==> src/rtl/mem_stage_pkg.sv <==
// Shared encodings for the memory stage: operand selects, FSM states, SP reset value.
package mem_stage_pkg;

    localparam logic [7:0] SP_INIT_DEFAULT = 8'hFF;

    localparam logic [1:0] ADDR_SEL_ALU   = 2'd0;
    localparam logic [1:0] ADDR_SEL_SRC1  = 2'd1;
    localparam logic [1:0] ADDR_SEL_IMM   = 2'd2;
    localparam logic [1:0] ADDR_SEL_STACK = 2'd3;

    localparam logic [1:0] WDATA_SEL_SRC1 = 2'd0;
    localparam logic [1:0] WDATA_SEL_SRC2 = 2'd1;
    localparam logic [1:0] WDATA_SEL_PC1  = 2'd2;
    localparam logic [1:0] WDATA_SEL_ALU  = 2'd3;

    localparam logic [1:0] WB_SEL_ALU  = 2'd0;
    localparam logic [1:0] WB_SEL_MEM  = 2'd1;
    localparam logic [1:0] WB_SEL_IMM  = 2'd2;
    localparam logic [1:0] WB_SEL_SRC2 = 2'd3;

    typedef enum logic {IDLE, WAIT} mem_state_e;

endpackage

==> src/rtl/mem_sp_reg.sv <==
// Stack pointer register; a completed push decrements, a completed pop increments (both wrap).
module mem_sp_reg #(
    parameter int              DATA_W  = 8,
    parameter logic [DATA_W-1:0] SP_INIT = '1
) (
    input  logic              clk,
    input  logic              rst_n,
    input  logic              push_en,
    input  logic              pop_en,
    output logic [DATA_W-1:0] sp
);

    always_ff @(posedge clk or negedge rst_n) begin
        if (!rst_n)       sp <= SP_INIT;
        else if (push_en) sp <= sp - DATA_W'(1);
        else if (pop_en)  sp <= sp + DATA_W'(1);
    end

endmodule

==> src/rtl/mem_stage_unit.sv <==
// Memory stage: data-memory handshake, stack pointer ownership, RET redirect and MEM/WB register.
module mem_stage_unit
    import mem_stage_pkg::*;
#(
    parameter int                DATA_W  = 8,
    parameter logic [DATA_W-1:0] SP_INIT = DATA_W'(SP_INIT_DEFAULT)
) (
    input  logic              clk,
    input  logic              rst_n,
    input  logic              m_valid,
    input  logic              m_rd,
    input  logic              m_wr,
    input  logic              m_sp_op,
    input  logic              m_ret,
    input  logic [1:0]        m_addr_sel,
    input  logic [1:0]        m_wdata_sel,
    input  logic [1:0]        m_wb_sel,
    input  logic              m_rf_we,
    input  logic [1:0]        m_dest,
    input  logic [DATA_W-1:0] m_pc,
    input  logic [DATA_W-1:0] m_imm,
    input  logic [DATA_W-1:0] m_alu,
    input  logic [DATA_W-1:0] m_src1,
    input  logic [DATA_W-1:0] m_src2,
    input  logic              flush_i,
    output logic              dmem_req,
    output logic              dmem_we,
    output logic [DATA_W-1:0] dmem_addr,
    output logic [DATA_W-1:0] dmem_wdata,
    input  logic              dmem_ack,
    input  logic [DATA_W-1:0] dmem_rdata,
    output logic              stall_o,
    output logic [DATA_W-1:0] sp_o,
    output logic              redir_valid,
    output logic [DATA_W-1:0] redir_pc,
    output logic              wb_valid,
    output logic              wb_we,
    output logic [1:0]        wb_dest,
    output logic [DATA_W-1:0] wb_data
);

    mem_state_e        state_q, state_d;
    logic [DATA_W-1:0] sp, addr, wdata, wb_mux;
    logic              is_wr, is_rd, push, pop, mem_op, issue, done, kill, ret_done;

    // A malformed rd+wr bundle is treated as a write.
    assign is_wr  = m_wr;
    assign is_rd  = m_rd & ~m_wr;
    assign push   = m_sp_op & is_wr;
    assign pop    = m_sp_op & is_rd;
    assign mem_op = m_valid & (m_rd | m_wr);

    // Once in WAIT the access is committed; flush only kills accesses not yet started.
    assign issue    = rst_n & ((state_q == WAIT) | (mem_op & ~flush_i));
    assign done     = issue & dmem_ack;
    assign kill     = flush_i & (state_q == IDLE);
    assign ret_done = done & m_ret & is_rd;

    always_comb begin
        case (m_addr_sel)
            ADDR_SEL_ALU:  addr = m_alu;
            ADDR_SEL_SRC1: addr = m_src1;
            ADDR_SEL_IMM:  addr = m_imm;
            default:       addr = pop ? sp + DATA_W'(1) : sp;
        endcase
        case (m_wdata_sel)
            WDATA_SEL_SRC1: wdata = m_src1;
            WDATA_SEL_SRC2: wdata = m_src2;
            WDATA_SEL_PC1:  wdata = m_pc + DATA_W'(1);
            default:        wdata = m_alu;
        endcase
        case (m_wb_sel)
            WB_SEL_ALU: wb_mux = m_alu;
            WB_SEL_MEM: wb_mux = dmem_rdata;
            WB_SEL_IMM: wb_mux = m_imm;
            default:    wb_mux = m_src2;
        endcase
    end

    assign dmem_req   = issue;
    assign dmem_we    = issue & is_wr;
    assign dmem_addr  = issue ? addr : '0;
    assign dmem_wdata = (issue & is_wr) ? wdata : '0;
    assign stall_o    = issue & ~dmem_ack;
    assign sp_o       = sp;

    always_ff @(posedge clk or negedge rst_n) begin
        if (!rst_n) state_q <= IDLE;
        else        state_q <= state_d;
    end

    always_comb begin
        state_d = state_q;
        case (state_q)
            IDLE:    if (issue & ~dmem_ack) state_d = WAIT;
            WAIT:    if (dmem_ack)          state_d = IDLE;
            default: state_d = IDLE;
        endcase
    end

    mem_sp_reg #(.DATA_W(DATA_W), .SP_INIT(SP_INIT)) u_sp (
        .clk     (clk),
        .rst_n   (rst_n),
        .push_en (done & push),
        .pop_en  (done & pop),
        .sp      (sp)
    );

    always_ff @(posedge clk or negedge rst_n) begin
        if (!rst_n) begin
            redir_valid <= 1'b0;
            redir_pc    <= '0;
            wb_valid    <= 1'b0;
            wb_we       <= 1'b0;
            wb_dest     <= '0;
            wb_data     <= '0;
        end else begin
            redir_valid <= ret_done;
            redir_pc    <= ret_done ? dmem_rdata : '0;
            if (stall_o) begin
                wb_valid <= 1'b0;
                wb_we    <= 1'b0;
            end else begin
                wb_valid <= m_valid & ~kill & ~m_ret;
                wb_we    <= m_valid & ~kill & ~m_ret & m_rf_we;
                wb_dest  <= m_dest;
                wb_data  <= wb_mux;
            end
        end
    end

endmodule

==> config.mk <==
export PLATFORM = sky130hd
export DESIGN_NAME = mem_stage_unit
export DESIGN_NICKNAME = d
export VERILOG_FILES = /design/src/rtl/mem_stage_pkg.sv /design/src/rtl/mem_sp_reg.sv /design/src/rtl/mem_stage_unit.sv
export SDC_FILE = /design/constraint.sdc
export NUM_CORES = 1
export LEC_CHECK = 0
export ABC_AREA = 1
export CORE_ASPECT_RATIO = 1.75
export CORE_MARGIN = 2
export CORE_UTILIZATION = 38
export CTS_BUF_LIST = sky130_fd_sc_hd__clkbuf_8
export DETAILED_ROUTE_END_ITERATION = 10
export PLACE_DENSITY = 0.79
export SYNTH_ARGS = -nofsm -noshare
export SYNTH_HDL_FRONTEND = slang
export SYNTH_SLANG_ARGS = --single-unit
==> constraint.sdc <==
create_clock -name clk -period 1.4 [get_ports clk]
set_input_delay 0.14 -clock clk [delete_from_list [all_inputs] [get_ports clk]]
set_output_delay 0.14 -clock clk [all_outputs]
set_load 0.005 [all_outputs]
## After elaboration in Yosys (flattened, before gate mapping)

Cells that the tools add are included.
Widths: inputs -> output; s select.

- Add/sub/neg operators: 3
- Equality and inequality tests: 6
- Multiplexer cells: 14
- Bitwise logic cells: 25
- Reduce and logical (&&, ||, !) cells: 4

Operators with widths:

| kind | number |
|---|---|
| $pmux 8 s3 | 3 |
| $mux 8 | 6 |
| $and 1x1->1 | 17 |
| $add 8x1->8 const B | 2 |
| $sub 8x1->8 const B | 1 |
| $eq 2x1->1 const B | 3 |
| $eq 2x2->1 const B | 3 |
| $logic_not 2->1 | 3 |
| $not 1->1 | 6 |
| $mux 1 | 4 |
| $or 1x1->1 | 2 |
| $pmux 1 s2 | 1 |
| $reduce_bool 2->1 | 1 |

- Bits in registers: 30
- Output and inout port bits: 48
- Word-level logic and storage cells: 60

## Depth between registers and ports, before layout

Gate-level depths: netlist (run 1).

- Depth in word-level cells: 9
- Mapped depth: 11
- Depth with buffers taken out: 11

## Modules after synthesis

A second synthesis (run 1) with hierarchy kept.

- Cell total of the unflattened synthesis: 409
- Area total of the unflattened synthesis: 2587.5 um^2

Modules (own cells, without submodules):

| module | instances | cells each | area each (um^2) | sequential area each (um^2) |
|---|---|---|---|---|
| mem_stage_unit | 1 | 323 | 1955.6 | 550.5 |
| mem_sp_reg | 1 | 86 | 631.9 | 210.2 |

## Least setup slack after synthesis (run 1)

Ideal clock, no wire load.

- Path type: flip-flop to output port
- From: register u_sp.sp[3]
- To: output dmem_addr[5]
- Data arrival time: 1.350 ns
- Required time: 1.260 ns
- Path slack: -0.090 ns
- Stages on the path, launching flop included: 7
- Buffers on the path: 1
- Path through: dfstp_2 -> clkbuf_2 -> nand2_1 -> nor2_1 -> xor2_1 -> nor2_1 -> o21a_1

- Cells in the longest elaborated chain, start to end: 4

RTL lines:

| item | line | source |
|---|---|---|
| from (decl) | mem_sp_reg.sv:10 | `output logic [DATA_W-1:0] sp` |
| from (signal assigned) | mem_sp_reg.sv:15 | `else if (push_en) sp <= sp - DATA_W'(1);` |
| from (signal assigned) | mem_sp_reg.sv:16 | `else if (pop_en) sp <= sp + DATA_W'(1);` |
| $add 8x1->8 | mem_stage_unit.sv:64 | `default: addr = pop ? sp + DATA_W'(1) : sp;` |
| $mux 8 | mem_stage_unit.sv:64 |  |
| $pmux 8 s3 | mem_stage_unit.sv:60 | `case (m_addr_sel)` |
| $mux 8 | mem_stage_unit.sv:82 | `assign dmem_addr = issue ? addr : '0;` |
| to (decl) | mem_stage_unit.sv:28 | `output logic [DATA_W-1:0] dmem_addr,` |

Every way passes these cells.

## Final worst setup path (run 1)

- From: register u_sp.sp[1]
- To: output dmem_addr[7]

The elaborated chain is that of the path after synthesis.

==> results of run 1 <==
[cells in the final DEF (no fill, tap or decap), types with 3 or more instances in the layout]
cell	instances
inv_2	7
dfrtp_1	22
inv_4	3
clkbuf_8	6
o21ai_2	6
nor2_2	11
dfstp_2	8
o21a_1	3
dlygate4sd2_1	18
nor2_1	25
a21oi_2	6
nand3_4	3
o2111ai_1	6
a221oi_1	4
buf_4	89
clkinvlp_4	4
nand2_4	6
buf_2	17
o21ai_0	15
clkdlybuf4s50_1	74
a31oi_1	3
o21bai_1	3
nand2_2	11
buf_6	26
nand3_1	21
nor2_4	5
o21ai_1	5
nand3_2	3
nand2_1	112
inv_1	45
a21oi_1	18
[synth_stat cells (all sizes together), types with 4 or more instances]
master / instances / area, µm²
a21oi: 24 / 120
buf: 6 / 30.0
inv: 56 / 210
nand4: 4 / 37.5
a221oi: 5 / 43.8
o21ai: 27 / 135
nand2: 129 / 484
dfstp: 8 / 210
dfrtp: 22 / 551
o2111ai: 6 / 52.6
nand3: 27 / 135
nor2: 41 / 164
[final cells by class]
type | count | area [µm²] | area share [%]
clock buffers | 6 | 82.6 | 1.70
clock inverters | 2 | 12.5 | 0.258
inverters | 57 | 229 | 4.72
multi-input cells | 287 | 1710 | 35.2
flip-flops and latches | 30 | 761 | 15.7
well taps | 80 | 100 | 2.06
repair buffers | 225 | 1950 | 40.2
repair inverters | 1 | 7.51 | 0.155
[flip-flops by register name, indices dropped and copies added, names as in the netlist]
| register | cells |
|---|---|
| redir_pc | 8 |
| u_sp.sp | 8 |
| wb_data | 8 |
| wb_dest | 2 |
| redir_valid | 1 |
| state_q | 1 |
| wb_valid | 1 |
| wb_we | 1 |
[worst max-delay path, delay by kind of cell, from the launching register on]
kind / cells / cell delay (ns)
flops: 1 / 0.61
simple gates: 5 / 0.60
buf+inv: 2 / 0.28
compound gates: 1 / 0.18
[power breakdown]
group / total [mW] / switching, mW / leakage, nW / internal, mW
combinational: 2.94 / 1.52 / 2.04 / 1.43
sequential: 1.21 / 0.155 / 0.371 / 1.05
clock: 0.780 / 0.385 / 0.0472 / 0.395
[final timing paths]
path                                         from                     end  slack (ns)  cells after the start
min                                         rst_n  wb_data[6]$_DFFE_PN0N_        0.29                      2
min in group clk                          flush_i      wb_valid$_DFF_PN0_        0.30                      4
max                        u_sp.sp[1]$_DFFE_PN1P_            dmem_addr[7]       -0.70                      8
max reg2reg                u_sp.sp[0]$_DFFE_PN1P_  u_sp.sp[4]$_DFFE_PN1P_       -0.37                     10
min reg2reg                wb_data[0]$_DFFE_PN0N_  wb_data[0]$_DFFE_PN0N_        0.50                      2
max in group asynchronous                   rst_n  u_sp.sp[5]$_DFFE_PN1P_        0.81                      2
[metrics by stage]
stage	worst slack, ns	area [µm²]
2_1_floorplan	-0.0110	2410
3_3_place_gp	-0.793	4240
3_5_place_dp	-0.827	4240
4_1_cts	-0.496	4630
5_1_grt	-0.727	4850
6_report	-0.703	4850
[metal layers]
metal / vias up / wire, µm / track usage (%) / share of wire (%)
met5: - / 0 / 0 / 0
met4: 0 / 1530 / 31.2 / 11
met3: 161 / 1290 / 5.37 / 9.2
met1: 1816 / 4470 / 33.4 / 32
li1: 1692 / - / - / -
met2: 357 / 6660 / 60.5 / 48
[logic make-up (layout without fill, tap and decap cells)]
kind of cell | Yosys count | count (layout) | share of synthesized area, %
AOI/OAI and AO/OA | 77 | 77 | 19.5
and+or+nand+nor | 203 | 203 | 34.9
DFF | 30 | 30 | 32.0
adders and majority gates | 3 | 3 | 1.58
xor gates and xnor gates | 4 | 4 | 1.47
buffers and inverters | 65 | 291 | 10.6
[what timing repair did]
item                                    CTS  global route
buffers inserted                         25            10
hold buffers                              0             0
endpoints found under the setup margin   56            43
pin swaps                                37            30
gates resized for setup                 167            60
gates cloned                              1             0
==> qor.csv, run 1 <==
metric,value,unit
run status,"complete, but fails checks",
failing checks,setup timing,
post-route DRC violation count,0,
FILL cells,365,
"Seq/Total Area, Yosys",32.0,%
Final Max Tran Viols,0,
Synth Area per Inst,6.23,µm²
IO buf count,113,
all-layer global routing usage,34.2,%
power density over the cells,1020,mW/mm²
violation count after the first detailed-routing iteration,611,
Vias,4026,
Synth async-reset ratio,100,%
worst hold slack,0.295,ns
setup_tns,-7.41,ns
leak pwr,2.45,nW
WL final,13900,µm
GPL Wtd Cong,1.05,
final setup fails,28,
period utilization,150,%
Fin. Hold Viols,0,
Startpoint Class,register,
CTS tree,yes,
Worst-Skew Late Latency,0.30,ns
CP max FO,4,
RSZ-0062 raised after global routing,true,
drt via density,5.85,
Final #Nets,676,
initial antenna violation count,0,
I/O pins,114,
Unique masters post-synth,31,
GRT overflow,0,
die height,109,µm
crit path time final,2.10,ns
synth warn,0,
row cnt,38,
Seq cells post-synth,30,
setup slack after layout,-0.703,ns
Synth-to-Final Area Change,104,%
Cells after Synth,382,
share of layout cells above drive strength 1,37.2,%
area of the core,0.00613,mm²
max_slew headroom,65.2,%
Inst Count DP,653,
Final Non-Filler Cells,688,
CTS root buf,clkbuf_8,
"Data required, critical path",1.26,ns
CTS Buffer Depth,2,
Synth Flop Type,dfrtp_1,
worst clock skew,0.0101,ns
final core occ,79.1,%
Inserted Diodes,0,
Num Clock Sinks,30,
first-pass GRT wire length,18100,µm
Mapped Area,0.00238,mm²
total power,4.93,mW
"IR drop worst, VDD",613,µV
largest net degree at the start of global routing,25,
min-delay worst type,input pin to asynchronous set/reset pin,
Starting Density,38.8,%
syn nets,451,
chip width,63.8,µm
"CTS clk-pin slew, worst paths",0.08,ns
CP Cell Sequence,nand3_4 -> nor2_4 -> buf_6 -> nand3_1 -> nand2_2 -> nor2_2 -> o21a_1 -> buf_2,
Post-synth EDFFs,0,
critical path's largest stage delay,0.61,ns
total die area,0.00694,mm²
Antenna Nets Post-Route,0,
Critical Path Sink Type,primary output,
crit path DAT,1.96,ns
maximum clock frequency,475,MHz
# Max-Cap Violations,0,
vias in the first global route,3959,
Avg WL per Cell,20.3,µm
crit path max-delay cell type,dfstp_2,
clock buffer count from CTS,5,
critical path class,register to primary output,
HPWL after detailed placement,8200,µm
CTS H-Tree Depth,2,
First-pass DRT Iterations,5,
actual slew at the worst max-slew pin,0.521,ns
No activity file was read; power rests on OpenSTA's default activity.
==> inputs of run 2 (changes only) <==
--- a/config.mk
+++ b/config.mk
@@ -6,6 +6,7 @@
 export NUM_CORES = 1
 export LEC_CHECK = 0
 export ABC_AREA = 1
+export CAP_MARGIN = 0
 export CORE_ASPECT_RATIO = 1.75
 export CORE_MARGIN = 2
 export CORE_UTILIZATION = 38
==> results of run 2 <==
Same layout as run 1: the final DEF is identical, and so are final timing and power.
